[src/rtl/inst_fetch.sv]
// inst_fetch: instruction fetch stage with a two-word credit window.
// Buffers returned words in a 2-entry FIFO and squashes stale responses on redirect.
package inst_fetch_pkg;
    typedef logic [31:0] addr_t;
    typedef logic [31:0] data_t;
    typedef enum logic [2:0] {
        SEL_PC_ADD4  = 3'd0,
        SEL_PC_JAL   = 3'd1,
        SEL_PC_JALR  = 3'd2,
        SEL_PC_MTVEC = 3'd3,
        SEL_PC_MEPC  = 3'd4
    } sel_pc_t;
endpackage

module inst_fetch
    import inst_fetch_pkg::*;
#(
    parameter logic [31:0] RESET_PC = 32'h0000_0000
) (
    input  logic        clk,
    input  logic        rst,
    output logic        imem_req,
    output logic [31:0] imem_addr,
    input  logic        imem_gnt,
    input  logic        imem_rvalid,
    input  logic [31:0] imem_rdata,
    output logic [31:0] code,
    output logic [31:0] pc,
    output logic        code_valid,
    input  logic        code_ready,
    input  logic [2:0]  pc_sel,
    input  logic [31:0] imm,
    input  logic [31:0] rs1_data,
    input  logic        branch_taken,
    input  logic [31:0] mtvec,
    input  logic [31:0] mepc
);

    addr_t      fetch_pc;
    addr_t      resp_pc;
    logic [1:0] out_cnt;
    logic [1:0] disc_cnt;
    logic [1:0] fifo_cnt;
    logic       wr_ptr;
    logic       rd_ptr;
    addr_t      fifo_pc [2];
    data_t      fifo_code [2];

    sel_pc_t    sel;
    logic       handshake;
    logic       redirect;
    logic       rsp;
    logic       keep;
    logic       xfer;
    addr_t      target;

    assign sel        = sel_pc_t'(pc_sel);
    assign code_valid = (fifo_cnt != 2'd0);
    assign code       = code_valid ? fifo_code[rd_ptr] : '0;
    assign pc         = code_valid ? fifo_pc[rd_ptr] : '0;
    assign handshake  = code_valid && code_ready;
    assign redirect   = handshake && ((sel != SEL_PC_ADD4) || branch_taken);

    // Responses with nothing outstanding are ignored; stale ones are never kept.
    assign rsp  = imem_rvalid && (out_cnt != 2'd0);
    assign keep = rsp && (disc_cnt == 2'd0) && !redirect;

    // Credit counts both in-flight requests and buffered words.
    assign imem_req  = !rst && !redirect
                     && (({1'b0, out_cnt} + {1'b0, fifo_cnt}) < 3'd2);
    assign imem_addr = fetch_pc;
    assign xfer      = imem_req && imem_gnt;

    // Redirect target selection; a taken branch uses pc+imm.
    always_comb begin
        target = pc + imm;
        unique case (1'b1)
            (sel == SEL_PC_JALR):  target = (rs1_data + imm) & ~32'h1;
            (sel == SEL_PC_MTVEC): target = mtvec;
            (sel == SEL_PC_MEPC):  target = mepc;
            default:               target = pc + imm;
        endcase
    end

    // Fetch pointer, credit counters and FIFO occupancy.
    always_ff @(posedge clk or posedge rst) begin
        if (rst) begin
            fetch_pc <= RESET_PC;
            resp_pc  <= RESET_PC;
            out_cnt  <= 2'd0;
            disc_cnt <= 2'd0;
            fifo_cnt <= 2'd0;
            wr_ptr   <= 1'b0;
            rd_ptr   <= 1'b0;
        end else if (redirect) begin
            fetch_pc <= target;
            resp_pc  <= target;
            fifo_cnt <= 2'd0;
            wr_ptr   <= 1'b0;
            rd_ptr   <= 1'b0;
            out_cnt  <= out_cnt - {1'b0, rsp};
            disc_cnt <= out_cnt - {1'b0, rsp};
        end else begin
            if (xfer)
                fetch_pc <= fetch_pc + 32'd4;
            out_cnt <= out_cnt + {1'b0, xfer} - {1'b0, rsp};
            if (rsp && (disc_cnt != 2'd0))
                disc_cnt <= disc_cnt - 2'd1;
            if (keep) begin
                wr_ptr  <= ~wr_ptr;
                resp_pc <= resp_pc + 32'd4;
            end
            if (handshake)
                rd_ptr <= ~rd_ptr;
            fifo_cnt <= fifo_cnt + {1'b0, keep} - {1'b0, handshake};
        end
    end

    // FIFO payload; occupancy alone decides what is visible.
    always_ff @(posedge clk) begin
        if (keep) begin
            fifo_pc[wr_ptr]   <= resp_pc;
            fifo_code[wr_ptr] <= imem_rdata;
        end
    end

endmodule

[config.mk]
export PLATFORM = sky130hd
export DESIGN_NAME = inst_fetch
export DESIGN_NICKNAME = d
export VERILOG_FILES = /design/src/rtl/inst_fetch.sv
export SDC_FILE = /design/constraint.sdc
export NUM_CORES = 1
export LEC_CHECK = 0
export BUFFER_PORTS_ARGS = -buffer_cell sky130_fd_sc_hd__buf_2
export CORE_ASPECT_RATIO = 0.5
export CORE_UTILIZATION = 60
export DETAILED_ROUTE_END_ITERATION = 7
export PLACE_DENSITY = 0.84
export SYNTH_ARGS = -nofsm -noshare
export SYNTH_HDL_FRONTEND = slang
export SYNTH_SLANG_ARGS = --single-unit
[constraint.sdc]
create_clock -name clk -period 14.59 [get_ports clk]
set_clock_uncertainty 0.2 [all_clocks]
set_input_delay 1.459 -clock clk [delete_from_list [all_inputs] [get_ports clk]]
set_output_delay 1.459 -clock clk [all_outputs]
set_load 0.05 [all_outputs]
## After elaboration in Yosys (flattened, before gate mapping)

Memories as Yosys holds them, arrays and structs flattened.
Cells that the tools add are included.

- Register bits: 72
- RAM bits: 128
- Input port bits: 169
- Output and inout port bits: 98
- Word-level logic and storage cells: 64
- Memories: 2

Memories:

| memory | words | width | rd ports | clocked after memory_dff | write ports | line | text |
|---|---|---|---|---|---|---|---|
| fifo_code | 2 | 32 | 1 | 0 | 1 | 47 | `data_t fifo_code [2];` |
| fifo_pc | 2 | 32 | 1 | 0 | 1 | 46 | `addr_t fifo_pc [2];` |

- $add $sub $neg: 11
- $lt $le $gt $ge: 1
- Equal/unequal tests: 3
- Multiplexer cells: 17
- Bitwise logic cells: 2
- Reductions and logical operators: 21

Operators by type and width:

| operator | count |
|---|---|
| $mux 32 | 6 |
| $pmux 32 s3 | 1 |
| $add 32x3->32 const B | 2 |
| $add 32x32->32 | 2 |
| $reduce_bool 2->1 | 7 |
| $logic_and 1x1->1 | 9 |
| $mux 2 | 4 |
| $eq 3x2->1 const B | 2 |
| $mux 1 | 6 |
| $sub 2x1->2 | 3 |
| $add 2x1->2 | 2 |
| $add 2x2->3 | 1 |
| $eq 3x3->1 const B | 1 |
| $lt 3x2->1 const B | 1 |
| $reduce_bool 3->1 | 1 |
| $logic_not 1->1 | 2 |
| $logic_not 2->1 | 1 |
| $not 1->1 | 2 |
| $sub 2x1->2 const B | 1 |
| $logic_or 1x1->1 | 1 |

## Logic depth before layout (Yosys ltp)

- Depth in word-level cells: 10
- Depth in mapped cells: 17
- Mapped depth without buffers: 15

## Worst setup path before layout

OpenSTA, ideal clock, no wires.

- Kind: input to register
- Start: input pc_sel[1]
- End: memory fifo_code[0][0] (netlist bit), enable pin
- Setup time: 0.564 ns
- Arrival: 6.655 ns
- Setup slack: 7.170 ns
- Stages: 5
- Buffers on the path: 2
- Cells stage by stage: buf_4 -> nor4_4 -> nor2_1 -> clkbuf_1 -> nor3_1

- Longest elaborated chain between the ends: 7

RTL lines:

| item | line | text |
|---|---|---|
| from (decl) | 31 | `input logic [2:0] pc_sel,` |
| $reduce_bool 3->1 | 62 | `assign redirect = handshake && ((sel != SEL_PC_ADD4) \|\| branch_taken);` |
| $logic_or 1x1->1 | 62 |  |
| $logic_and 1x1->1 | 62 |  |
| $logic_not 1->1 | 66 | `assign keep = rsp && (disc_cnt == 2'd0) && !redirect;` |
| $logic_and 1x1->1 | 66 |  |
| $mux 1 | 121 | `if (keep) begin` |
| $mux 1 (not written as such) | 123 | `fifo_code[wr_ptr] <= imem_rdata;` |
| to (decl) | 47 |  |

No other way between the ends.

## Final worst setup path

- Start: register rd_ptr
- End: register fetch_pc[30], in the netlist imem_addr[30]

- Longest elaborated chain between the ends: 5

RTL lines:

| item | line | text |
|---|---|---|
| from (decl) | 45 | `logic rd_ptr;` |
| from (signal assigned) | 114 | `rd_ptr <= ~rd_ptr;` |
| $mem_v2 2x32 | -- |  |
| $mux 32 | 60 | `assign pc = code_valid ? fifo_pc[rd_ptr] : '0;` |
| $add 32x32->32 | 81 | `default: target = pc + imm;` |
| $pmux 32 s3 | 77 | `unique case (1'b1)` |
| $mux 32 | 95 | `end else if (redirect) begin` |
| to (signal assigned) | 96 | `fetch_pc <= target;` |
| to (signal assigned) | 105 | `fetch_pc <= fetch_pc + 32'd4;` |
| to (decl) | 39 | `addr_t fetch_pc;` |

No other way between the ends.
A chain may end at the register's enable or synchronous reset.

==> results.md <==
- Status: finished, final reports clean
- Biggest fanout along the worst timing path: 38
- Fraction of synthesized cell area taken by the top area cell type: 0.311
- Power per cell area: 203 mW/mm^2
- Fraction of layout cells with a size suffix above 1: 0.226
- Post-DP HPWL: roughly 29,000 um
- Setup repair after global routing missed its margin: false
- Proportion of synthesized flip-flops having asynchronous set or reset: 0.354
- Relative slew slack: 0.364
- Syn. warnings: 0
- N_diodes: 0
- Die W: 205 um
- Count of unique library cells instantiated by Yosys: 76
- Fin. max-slew vios: 0
- Setup violators final: 0
- Setup Slack @ Placement: approximately 9500 ps
- Post-CTS Hold Fix Bufs: 0
- Type of element capturing the critical path: flop
- Number of gates resized after CTS: 0
- Multi-input combinational cell area: 0.00642 mm^2
- Final hold vios: 0
- Arrival @ worst endpoint: 5320 ps
- Count of input and output buffers: 266
- Final standard cell utilization of the core: 0.732
- Total Neg Setup Slack: 0 ps
- Die Span Y: 104 um
- Deepest clock path buffer count: 2
- Number of CTS-inserted buffers: 17
- Maximum number of pins on one net before global-route repair: 71
- CP delay by family, top: compound AO/OA/AOI/OAI gates
- Slowest Stage Delay on Critical Path: 770 ps
- Total die area: 0.0212 mm^2
- Routed Antenna Nets: 0
- Sequential cell area fraction in the yosys report: 0.452
- Critical path buffer and inverter count: 1
- Total routed wirelength: 38,700 um
- Max IR drop VDD: 0.189 mV
- Post-CTS setup repair buffer count: 0
- Post-route fraction of the period consumed by the critical path: 0.356
- Average cell area after synthesis: 10.1 um^2
- Area growth, synth to finish: 17.3%
- Main flop type after synthesis: edfxtp_1
- Worst setup path class: reg -> reg
- Clock transition at the registers of the reported paths: ~90 ps
- Most used standard cell by instance count after synthesis: nor2_1
- Final setup margin: ~9400 ps
- Area leader, netlist: edfxtp_1
- Area contributors post-synth: edfxtp_1, dfrtp_1, ha_1
- Standby leakage power: 6.12 nW
- Minimum hold slack: between 300 and 400 ps
- Total area of sequential cells: 0.00560 mm^2
- Vias in the first global route: ~11,000
- Detailed-routing iteration count for the pre-antenna-repair pass: 6
- Insertion delay to the later sink of the worst-skew pair: 460 ps
- HP Class: reg -> reg
- Required time at the endpoint of the critical path: 14,720 ps
- Number of clock sinks seen by CTS: 198
- Category of the worst setup path launch point: flop
- Count of flip-flops with a built-in enable after synthesis: ~130
- Max Clock Freq: between 0.15 and 0.2 GHz
- All-Layer GR Usage: 0.365
- Drt first-iter violations: 1,181
- Post-synthesis net count: between 1,000 and 1,500
- Routed length per placed instance: 22.1 um
- H-tree Lvls: 4
- GR Overflow Total: 0
- Worst-path cell chain: buf_4, mux2i_1, nor2_1, ha_1, nor2b_1, o31ai_1, a21oi_1, a221o_1, a31o_2, a211oi_1, o41ai_1, xor2_1, a211oi_1, a21oi_1
- Post-synthesis instance total: roughly 1,200
- Commonest cells in the synthesized netlist: nor2_1, edfxtp_1, a21oi_1
- TritonCTS clock tree: built
- Synthesis-stage register bit count: 198
- Wire length of the first global-routing pass: between 50,000 and 60,000 um
- Final routed DRC violation total: 0
- Slowest cell on the critical path: dfrtp_4
- Time the worst path needs with I/O delays and setup: between 5000 and 6000 ps
- Starting Density: 0.624
- I/O pins: 267
- Overall power of the completed layout: 2.94 mW
- Final weighted congestion of routability-driven global placement: 0.990
- Final #Nets: roughly 1,700
- Core footprint: 0.0198 mm^2
- Fill cell total of the finished layout: approximately 1,500
- Via/cell ratio: 6.43
- Initial antenna violation count: 0
- Mapped cell area: 0.0124 mm^2
- Std cell rows: 36
- Vias post-DR: 11,300
- Measured slew at the worst slew-check pin: 955 ps
- # Max-Cap Violations: 0
- Clock root cell: clkbuf_16
-- layout by cell type, fill, tap and decap left out, types with 4 or more instances in the layout --
cell type and count:
dfrtp_1 69, a31oi_1 11, a21o_1 35, a21oi_1 115, nor3_1 15, a221o_1 8, o21ai_1 5, o21bai_1 9
a221oi_1 22, nor2_1 131, ha_1 69, buf_2 266, nand4_1 26, and2_1 5, and4_1 4, inv_8 5
inv_6 4, buf_4 13, o211ai_1 4, xor2_1 55, o21a_1 14, o31ai_1 9, edfxtp_1 128, and3_1 14
a311oi_1 6, nand3_1 36, o221ai_1 4, a211oi_1 9, clkbuf_16 17, nor2b_1 10, inv_1 34, xnor2_1 43
nand2_1 86, nand2b_1 7, mux2i_1 70, o21ai_0 57
-- per-stage QoR --
step / instance area [um^2] / std cells
floorplan: 12400 / 1225
global placement: 13900 / 1720
detailed placement: 13900 / 1720
CTS: 14500 / 1752
global route: 14500 / 1752
finish: 14500 / 1752
-- worst paths after layout --
check | slack, ps | end | from | depth (start not counted)
worst max-delay path | 9400 | imem_addr[30] | rd_ptr | 14
worst min-delay path | 320 | fifo_pc[1][0] | resp_pc[0] | 0
min in group asynchronous | 1090 | resp_pc[0] | rst | 3
worst max register to register | 9400 | imem_addr[30] | rd_ptr | 14
worst min register to register | 320 | fifo_pc[1][0] | resp_pc[0] | 0
max in group asynchronous | 12400 | rd_ptr | rst | 3
-- report_power, final --
group,leakage (nW),internal [mW],switching (mW)
logic,3.86,0.461,1.08
registers,1.97,0.767,0.159
clock network,0.286,0.230,0.244
-- layer usage --
metal | track usage | part of all wire | wire length, um
met1 | 0.471 | 0.39 | 15200
met2 | 0.596 | 0.47 | 18300
met3 | 0.0765 | 0.094 | 3650
met4 | 0.158 | 0.040 | 1550
met5 | 0 | 0 | 0
-- worst register-to-register path: stages, from the launching register on --
cell	delay, ps
dfrtp_4	770
buf_4	680
mux2i_1	300
nor2_1	80
ha_1	380
nor2b_1	160
o31ai_1	420
a21oi_1	230
a221o_1	380
a31o_2	320
a211oi_1	380
o41ai_1	150
xor2_1	170
a211oi_1	360
a21oi_1	70
-- state kept, by name, summed over array words and instances (netlist names) --
name and count:
fifo_pc 64, fifo_code 64, resp_pc 31, fifo_cnt 2, wr_ptr 1, out_cnt 2, imem_addr 31, disc_cnt 2
rd_ptr 1
-- final cells by class --
cell class | instances | area share
multi-input combinational | 941 | 0.443
sequential | 198 | 0.386
timing repair buffer | 279 | 0.0985
clock buffer | 17 | 0.0293
tap | 266 | 0.0229
clock inverter | 15 | 0.0111
inverter | 36 | 0.00966
-- logic make-up after synthesis --
family	count (synthesis)	synth area share
AND/OR/NAND/NOR	363	0.140
AO/OA/AOI/OAI	336	0.175
flip-flops	198	0.452
XOR/XNOR	98	0.0694
buffers and inverters	86	0.0296
multiplexers	72	0.0585
adder cells (fa/ha/maj)	72	0.0747
(Power assumes the default switching activity.)
